[src/rtl/fft_seq_ctrl.sv]
// Control sequencer for an N-point radix-2 FFT datapath.
// Drives ROM reads, the S2P load, one-hot butterfly stages and done.
module fft_seq_ctrl #(
  parameter int LOG2N   = 3,
  parameter int FRAME_W = 2
) (
  input  logic                     clk,
  input  logic                     reset,
  input  logic                     start,
  input  logic                     bitrev,
  output logic                     rd_en,
  output logic [FRAME_W+LOG2N-1:0] rd_addr,
  output logic                     en_s2p,
  output logic [LOG2N-1:0]         s2p_idx,
  output logic [LOG2N-1:0]         en_stage,
  output logic                     busy,
  output logic                     done,
  output logic [FRAME_W-1:0]       frame_idx,
  output logic                     start_drop
);

  typedef enum logic [2:0] {
    IDLE,
    LOAD,
    DRAIN,
    STAGE,
    DONE
  } state_t;

  localparam logic [LOG2N-1:0] LAST_K   = {LOG2N{1'b1}};
  localparam logic [LOG2N-1:0] LAST_STG = LOG2N'(LOG2N - 1);
  localparam logic [LOG2N-1:0] STG0     = LOG2N'(1);
  localparam logic [LOG2N-1:0] K0       = '0;

  state_t             state;
  logic [LOG2N-1:0]   cnt;
  logic               brev;
  logic [FRAME_W-1:0] frame_nxt;

  function automatic logic [LOG2N-1:0] rev_bits(
    input logic [LOG2N-1:0] v
  );
    logic [LOG2N-1:0] r;
    for (int i = 0; i < LOG2N; i++) begin
      r[i] = v[LOG2N-1-i];
    end
    return r;
  endfunction

  function automatic logic [FRAME_W+LOG2N-1:0] mk_addr(
    input logic [FRAME_W-1:0] f,
    input logic [LOG2N-1:0]   k,
    input logic               br
  );
    return {f, br ? rev_bits(k) : k};
  endfunction

  // Frame index seen by a frame launched from the current state.
  always_comb begin
    frame_nxt = frame_idx;
    if (state == DONE) begin
      frame_nxt = frame_idx + 1'b1;
    end
  end

  // Sequencer: state, counters and all registered outputs.
  always_ff @(posedge clk) begin
    if (reset) begin
      state      <= IDLE;
      cnt        <= '0;
      brev       <= 1'b0;
      frame_idx  <= '0;
      rd_en      <= 1'b0;
      rd_addr    <= '0;
      en_s2p     <= 1'b0;
      s2p_idx    <= '0;
      en_stage   <= '0;
      busy       <= 1'b0;
      done       <= 1'b0;
      start_drop <= 1'b0;
    end else begin
      rd_en      <= 1'b0;
      rd_addr    <= '0;
      en_s2p     <= (state == LOAD);
      s2p_idx    <= (state == LOAD) ? cnt : '0;
      en_stage   <= '0;
      busy       <= 1'b0;
      done       <= 1'b0;
      start_drop <= 1'b0;
      frame_idx  <= frame_nxt;
      unique case (state)
        IDLE, DONE: begin
          if (start) begin
            state   <= LOAD;
            cnt     <= '0;
            brev    <= bitrev;
            rd_en   <= 1'b1;
            rd_addr <= mk_addr(frame_nxt, K0, bitrev);
            busy    <= 1'b1;
          end else begin
            state <= IDLE;
          end
        end
        LOAD: begin
          start_drop <= start;
          busy       <= 1'b1;
          if (cnt == LAST_K) begin
            state <= DRAIN;
            cnt   <= '0;
          end else begin
            cnt     <= cnt + 1'b1;
            rd_en   <= 1'b1;
            rd_addr <= mk_addr(frame_idx, cnt + 1'b1, brev);
          end
        end
        DRAIN: begin
          start_drop <= start;
          busy       <= 1'b1;
          state      <= STAGE;
          cnt        <= '0;
          en_stage   <= STG0;
        end
        STAGE: begin
          start_drop <= start;
          if (cnt == LAST_STG) begin
            state <= DONE;
            done  <= 1'b1;
          end else begin
            cnt      <= cnt + 1'b1;
            en_stage <= en_stage << 1;
            busy     <= 1'b1;
          end
        end
        default: begin
          state <= IDLE;
        end
      endcase
    end
  end

endmodule

[config.mk]
export PLATFORM = sky130hd
export DESIGN_NAME = fft_seq_ctrl
export DESIGN_NICKNAME = d
export VERILOG_FILES = /design/src/rtl/fft_seq_ctrl.sv
export SDC_FILE = /design/constraint.sdc
export NUM_CORES = 1
export LEC_CHECK = 0
export ABC_AREA = 1
export CORE_ASPECT_RATIO = 1.2
export CORE_UTILIZATION = 43
export CTS_CLUSTER_SIZE = 10
export DETAILED_ROUTE_END_ITERATION = 8
export PLACE_DENSITY = 0.67
export REMOVE_ABC_BUFFERS = 1
export SLEW_MARGIN = 10
export SYNTH_ARGS = -nofsm -noshare
export SYNTH_HDL_FRONTEND = slang
export SYNTH_SLANG_ARGS = --single-unit
[constraint.sdc]
create_clock -name clk -period 2.15 [get_ports clk]
set_input_delay 0.215 -clock clk [delete_from_list [all_inputs] [get_ports clk]]
set_output_delay 0.215 -clock clk [all_outputs]
set_load 0.02 [all_outputs]
==> Yosys cells after proc, flatten, opt, wreduce, memory -nomap -nowiden <==
Index checks and enable logic that the tools add are counted.
Widths: inputs -> output; s select.
{ "classes": {"n_addsub": 2, "eq_ne": 10, "mux": 21, "bitwise_logic": 3, "reduce_logical": 11} }
{ "ops": {"columns": ["op", "count"], "rows": [
  ["$pmux 3 s4", 2],
  ["$mux 3", 7],
  ["$mux 5", 2],
  ["$pmux 5 s2", 1],
  ["$reduce_or 2->1", 5],
  ["$eq 3x2->1 const B", 3],
  ["$eq 3x3->1 const B", 2],
  ["$ne 2x2->1 const B", 3],
  ["$pmux 3 s2", 1],
  ["$mux 1", 5],
  ["$reduce_and 2->1", 2],
  ["$reduce_bool 4->1", 1],
  ["$add 3x1->3 const B", 1],
  ["$eq 3x1->1 const B", 1],
  ["$logic_not 3->1", 1],
  ["$not 1->1", 3],
  ["$pmux 1 s3", 1],
  ["$reduce_and 3->1", 1],
  ["$reduce_or 3->1", 1],
  ["$add 2x1->2 const B", 1],
  ["$mux 2", 1],
  ["$ne 2x1->1 const B", 1],
  ["$pmux 1 s2", 1]
]} }
{ "totals": {"ff_bits": 25, "output_inout_bits": 18, "wordCells": 59} }

==> Longest topological paths before layout <==
Gate-level depths: netlist (run 1).
{ "depth": {"ltp_word": 4, "depth_mapped": 8, "mapped_depth_nobuf": 8} }

==> Worst setup path before layout (run 1) <==
No wires, ideal clock.
{ "synth_path": {"path_type": "register -> register", "from": "reg cnt[0]", "to": "reg cnt[1]", "t_arrival_ns": 1.094, "setup_slack_ns": 0.942, "path_stages_with_launch": 9, "path_buffers": 0, "period_less_slack_ns": 1.208, "path_cell_list": "dfxtp_1 inv_1 ha_1 nand2_1 nor2_2 nor2_4 inv_1 nand3_1 nand2_1"} }
{ "synth_between": {"elab_chain_len": 3} }
{ "synth_lines": {"columns": ["element", "line_no", "rtl"], "rows": [
  ["start, declared", "36", "logic [LOG2N-1:0] cnt;"],
  ["start signal, assigned", "111", "cnt <= cnt + 1'b1;"],
  ["start signal, assigned", "129", "cnt <= cnt + 1'b1;"],
  ["$add 3x1->3, or another cell as far along", "111, 129", null],
  ["$mux 3, or another cell as far along", "125", "if (cnt == LAST_STG) begin"],
  ["$pmux 3 s4 or $reduce_and 3->1 (tied branches)", null, null]
]} }
Parallel ways exist; a longest one is shown, timed or not. The select of a mux whose other input is x is not followed.
A chain may end at the register's enable or synchronous reset.

==> Worst setup path after layout (run 1) <==
{ "layout_path": {"from": "reg frame_idx[0]", "to": "out frame_idx[0]"} }
{ "layout_lines": {"columns": ["element", "line_no", "rtl"], "rows": [
  ["start, declared", "18", "output logic [FRAME_W-1:0] frame_idx,"],
  ["start signal, assigned", "90", "frame_idx <= frame_nxt;"]
]} }
No word-level cell between the ends.

==> metrics.yaml, run 1 <==
regArea_um2: 500
ir_drop_mv: 0.523
port_buffers: 21
slew_headroom_pct: 70.7
grt_usage_pct: 17.1
insertion_delay_ns: 0.32
synth.area.mux_share_pct: 0
worst_path_largest_cell_delay_ns: 0.64
multiInputGateArea_um2: 418
setup_violations: 0
maxCapViolations: 0
drt-vias-per-instance: 4.60
drive_gt1_share_pct: 12.7
holdBufCountCts: 0
critical_path_buf_inv_count: 1
synth_top_cell_area_share_pct: 50.3
fp.dieW_um: 45.9
outcome: "complete, no violations"
start_util_pct: 47.0
stdcell_count: 180
cpLargestDelayFamily: "buffers and inverters"
ys_async_sr_fraction_pct: 0
hold_path.class: "reg -> reg"
coreArea_mm2: 0.00212
critical_path_class: "reg -> out"
antenna_found_initial: 0
synth-seq-cells: 25
cts_max_level: 1
diodes: 0
synth_simple_gate_area_share_pct: 32.0
ant_nets: 0
dp.cells: 176
area_growth_syn_to_layout_pct: 27.6
dp_hpwl_um: 1390
min_period_ns: 1.61
num_vias: 828
synth-compound-area-share_pct: 6.16
synth_top_area_cell: "dfxtp_1"
syn_area_per_cell_um2: 7.90
hold_viol: 0
fin_setup_tns_ns: 0
rsz0062_at_grt: "no"
yosysMostFrequentCell: "nand2_1"
yosysUniqueCellTypes: 21
worst-path-stages: 1
fin_skew_ns: 0.00103
gp_congestion: 0.809
grt_max_degree: 16
grt_pass1_wl_um: 3020
nNetsFinal: 158
remaining_drc_errors: 0
design.die.area_mm2: 0.00251
cp_cell_sequence: "clkdlybuf4s50_1"
worst_pin_slew_ns: 0.438
wire_per_inst_um: 9.74
dr.pass1.iters: 4
rows: 18
synth_top_family_by_area: "simple AND/OR/NAND/NOR gates"
synth_area_um2: 996
drt-total-wl_um: 1750
gr-total-overflow: 0
cts_sinks: 25
synth_cells: 126
grt_pass1_vias: 761
crit_slowest_cell: "clkdlybuf4s50_1"
ys_seq_area_share_pct: 50.3
synth_top_cells_by_count: "nand2_1 (29), dfxtp_1 (25), nor2_1 (23)"
r2r_cells: 8
synthFlopType: "dfxtp_1"
period_share_pct: 75.0
cp_data_arrival_time_ns: 1.40
synthXorXnorAreaFrac_pct: 0
crit_fanout: 6
synth_warnings: 0
clk_path_buf_depth: 2
cts-resized-gates: 0
p_per_area_mw_per_mm2: 917
fmax_ghz: 0.620
filler_cell_count: 217
die_h_um: 54.7
power.leakage_nw: 0.553
io_pins: 22
clk_pin_slew_ns: 0.13
cp-end-kind: "primary output"
slew_viol_final: 0
holdPathStages: 2
cts_made_buffers: 3
cts_tree: "built"
cp-start-kind: "flop"
cts_root_buf: "clkbuf_4"
synth_edf_count: 0
synth_area_leaders: "dfxtp_1 (50%), nand2_1 (11%), nor2_1 (8.7%)"
cts_setup_buffers: 0
synthAdderAreaFrac_pct: 3.77
drt-initial-drc-count: 12
cp.required_ns: 1.93
final cells by class:
| type | count | share of cell area [%] |
|---|---|---|
| Tap cell | 30 | 2.95 |
| Clock buffer | 3 | 1.77 |
| Sequential cell | 25 | 39.4 |
| Multi-Input combinational cell | 81 | 32.9 |
| Inverter | 18 | 5.31 |
| Clock inverter | 1 | 0.591 |
| Timing Repair Buffer | 22 | 17.1 |
placed cells by master (no fill, tap or decap):
| cell | synthesis | routed |
|---|---|---|
| nand2_1 | 29 | 29 |
| nand2_2 | 3 | 3 |
| o21ai_2 | 1 | 1 |
| clkbuf_4 | 0 | 3 |
| nand3_4 | 1 | 1 |
| inv_2 | 2 | 2 |
| nand3_2 | 1 | 1 |
| dfxtp_1 | 25 | 25 |
| ha_1 | 3 | 3 |
| a21oi_1 | 4 | 4 |
| nor3_1 | 2 | 2 |
| clkdlybuf4s50_1 | 0 | 21 |
| o21ai_0 | 3 | 3 |
| nor2_1 | 23 | 23 |
| inv_1 | 15 | 15 |
| clkinvlp_4 | 0 | 1 |
| a21oi_2 | 2 | 2 |
| nor2_4 | 3 | 3 |
| nand4_1 | 1 | 1 |
| nor4_1 | 1 | 1 |
| buf_4 | 0 | 1 |
| clkinv_1 | 1 | 1 |
| nand3_1 | 3 | 3 |
| nor2_2 | 1 | 1 |
cells by family (layout without fill, tap and decap cells):
logic type,Yosys count,after routing
DFF,25,25
adders and majority gates,3,3
buffers and inverters,20,44
AOI/OAI and AO/OA,10,10
and+or+nand+nor,68,68
power by group:
group / internal, mW / total, mW / switching, mW
Combinational: 0.146 / 0.385 / 0.238
Sequential: 0.525 / 0.574 / 0.0489
Clock: 0.0712 / 0.208 / 0.137
metrics by stage:
stage               setup slack (ns)  power, mW  instance area [um^2]  util, %  hold slack (ns)
floorplan                      0.943      0.845                   986        -            0.277
global placement               0.724      0.967                  1240     58.6            0.421
detailed placement             0.650      0.971                  1240     58.6            0.426
CTS                            0.523       1.18                  1270     60.0            0.445
global route                   0.461       1.25                  1270     60.0            0.456
finish                         0.537       1.17                  1270     60.0            0.442
worst paths after layout:
| path | startpoint | endpoint | slack, ns |
|---|---|---|---|
| min | en_stage[1] | en_stage[2] | 0.44 |
| max | frame_idx[0] | frame_idx[0] | 0.54 |
| min reg2reg | en_stage[1] | en_stage[2] | 0.44 |
| max reg2reg | cnt[0] | cnt[1] | 0.74 |
layer usage:
| metal | wire [um] | GRT usage, % | share of wire, % |
|---|---|---|---|
| met2 | 858 | 29.3 | 49 |
| met1 | 786 | 19.5 | 45 |
| met3 | 60 | 2.97 | 3.4 |
| met5 | 0 | 0 | 0 |
| met4 | 48 | 10.3 | 2.7 |
state kept, by name, indices dropped and copies added, names as in the netlist:
signal,count
rd_addr,5
cnt,3
en_stage,3
s2p_idx,3
state,3
frame_idx,2
brev,1
busy,1
done,1
en_s2p,1
rd_en,1
start_drop,1
(Power assumes the default switching activity.)
==> inputs of run 2 (changes only) <==
==> constraint.sdc (replaced) <==
create_clock -name clk -period 1.65 [get_ports clk]
set_input_delay 0.165 -clock clk [delete_from_list [all_inputs] [get_ports clk]]
set_output_delay 0.165 -clock clk [all_outputs]
set_load 0.02 [all_outputs]
==> run 2 against run 1 <==
First-iteration DRC count down 42%. Sequential cell count unchanged. Sequential share of layout area down 0.23 points. Critical endpoint unchanged. Largest power group unchanged. Non-clock buffer count up 1. Combinational power up 34%. Power up 31%. Global-route usage down 0.60 points. Clock-buffer cell count unchanged. Via count up 2.3%.
==> metrics.yaml, run 2 (synthesized netlist as in run 1, its figures left out) <==
layout_common_cells: "nand2_1 (29), dfxtp_1 (25), nor2_1 (23)"  # unchanged
wire_per_inst_um: 9.86  # was 9.74 um
coreArea_mm2: 0.00212  # unchanged
die_h_um: 54.7  # unchanged
hold_start: "start"  # was en_stage[1]
regToRegEndpoint: "cnt[1]"  # unchanged
r2r_cells: 8  # unchanged
grt_pass1_wl_um: 3030  # was 3020 um
worst_path_largest_cell_delay_ns: 0.64  # about the same
drt-initial-drc-count: 7  # was 12
hold_viol: 0  # unchanged
cts_tree: "built"  # unchanged
clk_path_buf_depth: 2  # unchanged
min_period_ns: 1.56
outcome: "complete, no violations"  # unchanged
dp_hpwl_um: 1390  # about the same
nNetsFinal: 159  # was 158
rrSetupSlack_ns: 0.27  # was 0.74 ns
fp.dieW_um: 45.9  # unchanged
cp_cell_sequence: "clkdlybuf4s50_1"  # unchanged
area_growth_syn_to_layout_pct: 28.4  # was 27.6%
fin_skew_ns: 0.00845  # was 0.00103 ns
cts_root_buf: "clkbuf_4"  # unchanged
final_common_cell: "nand2_1"  # unchanged
reg2reg_from: "cnt[0]"  # unchanged
slew_headroom_pct: 75.7  # was 70.7%
rsz0062_at_grt: "no"  # unchanged
cts_made_buffers: 3  # unchanged
maxCapViolations: 0  # unchanged
drt-vias-per-instance: 4.68  # was 4.60
holdPathStages: 3  # was 2
cp.required_ns: 1.48  # was 1.93 ns
cp_data_arrival_time_ns: 1.39  # was 1.40 ns
cp-start-kind: "flop"  # unchanged
io_pins: 22  # unchanged
antenna_found_initial: 0  # unchanged
cts_max_level: 1  # unchanged
hold_path.class: "in -> reg"  # was reg -> reg
period_share_pct: 94.3
largest_register_ff_count: 5  # unchanged
grt_pass1_vias: 750  # was 761
gp_congestion: 0.851  # was 0.809
grt_max_degree: 16  # unchanged
crit_fanout: 6  # unchanged
fmax_ghz: 0.642
ant_nets: 0  # unchanged
drt-total-wl_um: 1780  # was 1750 um
p_per_area_mw_per_mm2: 1200  # was 917 mW/mm^2
holdPathEnd: "start_drop"  # was en_stage[2]
num_vias: 847  # was 828
cpLargestDelayFamily: "buffers and inverters"  # unchanged
hold_ws_ns: 0.439  # was 0.442 ns
insertion_delay_ns: 0.32  # about the same
drive_gt1_share_pct: 13.2  # was 12.7%
port_buffers: 21  # unchanged
top_register: "rd_addr"  # unchanged
remaining_drc_errors: 0  # unchanged
clk_pin_slew_ns: 0.14  # was 0.13 ns
setup_violations: 0  # unchanged
critical_path_buf_inv_count: 1  # unchanged
rows: 18  # unchanged
slew_viol_final: 0  # unchanged
design.die.area_mm2: 0.00251  # unchanged
dr.pass1.iters: 4  # unchanged
critical_path_class: "reg -> out"  # unchanged
cts_setup_buffers: 0  # unchanged
cts_sinks: 25  # unchanged
gr-total-overflow: 0  # unchanged
ir_drop_mv: 0.758  # was 0.523 mV
diodes: 0  # unchanged
start_util_pct: 47.0  # unchanged
postLayoutCoreUtil_pct: 60.4  # was 60.0%
cp-end-kind: "primary output"  # unchanged
power.leakage_nw: 0.557  # was 0.553 nW
holdBufCountCts: 0  # unchanged
grt_usage_pct: 16.5  # was 17.1%
fin_setup_tns_ns: 0  # unchanged
worst_pin_slew_ns: 0.363  # was 0.438 ns
crit_slowest_cell: "clkdlybuf4s50_1"  # unchanged
cts-resized-gates: 0  # unchanged
## run 2: worst max-delay path by stage
stage | startpoint | end | cells past startpoint
6_report | frame_idx[0] | frame_idx[0] | 1
5_1_grt | frame_idx[0] | frame_idx[0] | 1
4_1_cts | frame_idx[0] | frame_idx[0] | 1
3_5_place_dp | cnt[0] | cnt[1] | 8
3_3_place_gp | cnt[0] | cnt[1] | 8
2_1_floorplan | cnt[0] | cnt[1] | 8
## run 2: stage by stage
stage / area, um^2 / total power [mW] / std cells / setup WS, ns
after CTS: 1280 / 1.53 / 181 / 0.0818
after global placement: 1250 / 1.26 / 177 / 0.310
after detailed placement: 1250 / 1.27 / 177 / 0.283
after global routing: 1280 / 1.63 / 181 / 0.0200
final: 1280 / 1.53 / 181 / 0.0935
after floorplan: 986 / 1.10 / 124 / 0.443
## run 2: cell type report
| type | count | area (um^2) |
|---|---|---|
| Fill cell | 199 | 838 |
| Sequential cell | 25 | 500 |
| Multi-Input combinational cell | 81 | 418 |
| Timing Repair Buffer | 23 | 225 |
| Inverter | 18 | 67.6 |
| Tap cell | 30 | 37.5 |
| Clock buffer | 3 | 22.5 |
| Clock inverter | 1 | 7.51 |
## run 2: per-layer routing
layer  up-vias  track usage, %  part of all wire (%)
li1        437               -                     -
met5         -               0                     0
met2        16            27.9                    52
met4         0            8.82                     0
met1       394            20.0                    45
met3         0            2.31                   2.6
## run 2: where the power goes
part	switching (mW)	internal [mW]
sequential	0.0595	0.684
clock	0.179	0.0925
combinational	0.321	0.193
total	0.560	0.969
==> inputs of run 3 (changes only) <==
--- a/config.mk
+++ b/config.mk
@@ -8,6 +8,7 @@
 export ABC_AREA = 1
 export CORE_ASPECT_RATIO = 1.2
 export CORE_UTILIZATION = 43
+export CTS_BUF_LIST = sky130_fd_sc_hd__clkbuf_8
 export CTS_CLUSTER_SIZE = 10
 export DETAILED_ROUTE_END_ITERATION = 8
 export PLACE_DENSITY = 0.67
==> constraint.sdc (replaced) <==
create_clock -name clk -period 1.65 [get_ports clk]
set_input_delay 0.165 -clock clk [delete_from_list [all_inputs] [get_ports clk]]
set_output_delay 0.165 -clock clk [all_outputs]
set_load 0.005 [all_outputs]
==> run 3 against run 2 <==
Combinational power fell by 8.8%. Power rose by 2.8%. Utilization rose by 0.89 points. First-iteration DRC count rose by 130%. Sequential cell count did not move. Wire length rose by 3.0%. Non-clock buffer count did not move. Sequential share of layout area fell by 0.57 points. Cell area rose by 1.5%. Via count fell by 0.94%. Critical path type is now reg -> reg.
==> metrics.yaml, run 3 (synthesized netlist as in run 1, its figures left out) <==
outcome: "complete, no violations"  # unchanged
fin_skew_ns: 0.00192  # was 0.00845 ns
filler_cell_count: 195  # was 199
cts_made_buffers: 3  # unchanged
power_mw: 1.57  # was 1.53 mW
fin_setup_tns_ns: 0  # unchanged
final_common_cell: "nand2_1"  # unchanged
dr.pass1.iters: 4  # unchanged
start_util_pct: 47.0  # unchanged
drt-initial-drc-count: 16  # was 7
p_switching_uw: 526  # was 560 uW
cp.required_ns: 1.85  # was 1.48 ns
fp.dieW_um: 45.9  # unchanged
hold_path.class: "reg -> reg"  # was in -> reg
slew_viol_final: 0  # unchanged
placed_area_mm2: 0.00125  # unchanged
switching_share_pct: 33.5  # was 36.6%
rsz0062_at_grt: "no"  # unchanged
die_h_um: 54.7  # unchanged
diodes: 0  # unchanged
p_per_area_mw_per_mm2: 1210  # was 1200 mW/mm^2
layout_setup_ws_ns: 0.244  # was 0.0935 ns
crit_fanout: 6  # unchanged
design.die.area_mm2: 0.00251  # unchanged
top_register: "rd_addr"  # unchanged
layout_common_cells: "nand2_1 (29), dfxtp_1 (25), nor2_1 (23)"  # unchanged
slew_headroom_pct: 76.3  # was 75.7%
port_buffers: 21  # unchanged
worst_pin_slew_ns: 0.354  # was 0.363 ns
min_period_ns: 1.41  # was 1.56 ns
setup_violations: 0  # unchanged
largest_register_ff_count: 5  # unchanged
fin_area_mm2: 0.00130  # was 0.00128 mm^2
clk_pin_slew_ns: 0.08  # was 0.14 ns
clk_path_buf_depth: 2  # unchanged
gr-total-overflow: 0  # unchanged
area_growth_syn_to_layout_pct: 30.3  # was 28.4%
hold_ws_ns: 0.444  # was 0.439 ns
rows: 18  # unchanged
hold_viol: 0  # unchanged
holdBufCountCts: 0  # unchanged
cts_max_level: 1  # unchanged
critical_path_buf_inv_count: 2  # was 1
drt-vias-per-instance: 4.64  # was 4.68
critical_path_class: "reg -> reg"  # was reg -> out
coreArea_mm2: 0.00212  # unchanged
worst_path_largest_cell_delay_ns: 0.44  # was 0.64 ns
grt_usage_pct: 17.5  # was 16.5%
p_int_mw: 1.05  # was 969 uW
wire_per_inst_um: 10.2  # was 9.86 um
cts_sinks: 25  # unchanged
insertion_delay_ns: 0.26  # was 0.32 ns
maxCapViolations: 0  # unchanged
num_vias: 839  # was 847
cp-end-kind: "flop"  # was primary output
gp_congestion: 0.851  # unchanged
cts_root_buf: "clkbuf_8"  # was clkbuf_4
antenna_found_initial: 0  # unchanged
cpLargestDelayFamily: "simple AND/OR/NAND/NOR gates"  # was buffers and inverters
fmax_ghz: 0.711  # was 0.642 GHz
power.leakage_nw: 0.565  # was 0.557 nW
cts_tree: "built"  # unchanged
cts-resized-gates: 0  # unchanged
cp_data_arrival_time_ns: 1.61  # was 1.39 ns
place_ws_ns: 0.283  # unchanged
drt-total-wl_um: 1840  # was 1780 um
drive_gt1_share_pct: 13.2  # unchanged
stdcell_count: 181  # unchanged
io_pins: 22  # unchanged
cts_setup_buffers: 0  # unchanged
grt_max_degree: 16  # unchanged
postLayoutCoreUtil_pct: 61.3  # was 60.4%
nNetsFinal: 159  # unchanged
regArea_um2: 500  # unchanged
remaining_drc_errors: 0  # unchanged
multiInputGateArea_um2: 418  # unchanged
ant_nets: 0  # unchanged
combPwrFrac_pct: 29.9  # was 33.6%
cp_cell_sequence: "inv_1 > ha_1 > nand2_1 > inv_1 > nor2_1 > nand2_1 > nor2_1"  # was clkdlybuf4s50_1
crit_slowest_cell: "dfxtp_1"  # was clkdlybuf4s50_1
period_share_pct: 85.2  # was 94.3%
cp-start-kind: "flop"  # unchanged
ir_drop_mv: 0.735  # was 0.758 mV
power_frac_seq_pct: 47.4  # was 48.6%
dp.cells: 177  # unchanged
grt_pass1_wl_um: 3130  # was 3030 um
dp_hpwl_um: 1390  # unchanged
p_clk_share_pct: 22.8  # was 17.7%
grt_pass1_vias: 754  # was 750
-- run 3: cell counts in the layout (fill, tap and decap cells not counted) --
No cell type changed its count.
-- run 3: final cells by class --
cell class | count | area share [%]
Tap cell | 30 | 2.89
Sequential cell | 25 | 38.6
Clock inverter | 1 | 0.579
Inverter | 18 | 5.21
Multi-Input combinational cell | 81 | 32.2
Timing Repair Buffer | 23 | 17.4
Clock buffer | 3 | 3.18
-- run 3: metal layers --
layer  track usage (%)  vias to the layer above  share of wire, %
li1                  -                      434                 -
met1              20.4                      379                44
met2              29.6                       20                51
met3              2.31                        6               3.3
met4              11.3                        0               2.3
met5                 0                        -                 0
-- run 3: worst reg2reg max path: stages (launching register included) --
cell and delay, ns:
dfxtp_1 0.44, inv_1 0.10, ha_1 0.20, nand2_1 0.15
inv_1 0.10, nor2_1 0.21, nand2_1 0.08, nor2_1 0.08
-- run 3: final timing paths --
check                                  from           to  slack (ns)  cells after the start
worst min-delay path            en_stage[1]  en_stage[2]        0.44                      2
worst min register to register  en_stage[1]  en_stage[2]        0.44                      2
worst max-delay path                 cnt[0]  en_stage[1]        0.24                      7
worst max register to register       cnt[0]  en_stage[1]        0.24                      7
-- run 3: power by group through the flow --
stage	clock network, mW	registers, mW	logic, mW
after floorplan	0	0.755	0.301
after global placement	0	0.756	0.459
after detailed placement	0	0.757	0.465
after CTS	0.363	0.744	0.471
after global routing	0.391	0.758	0.529
final	0.358	0.745	0.469
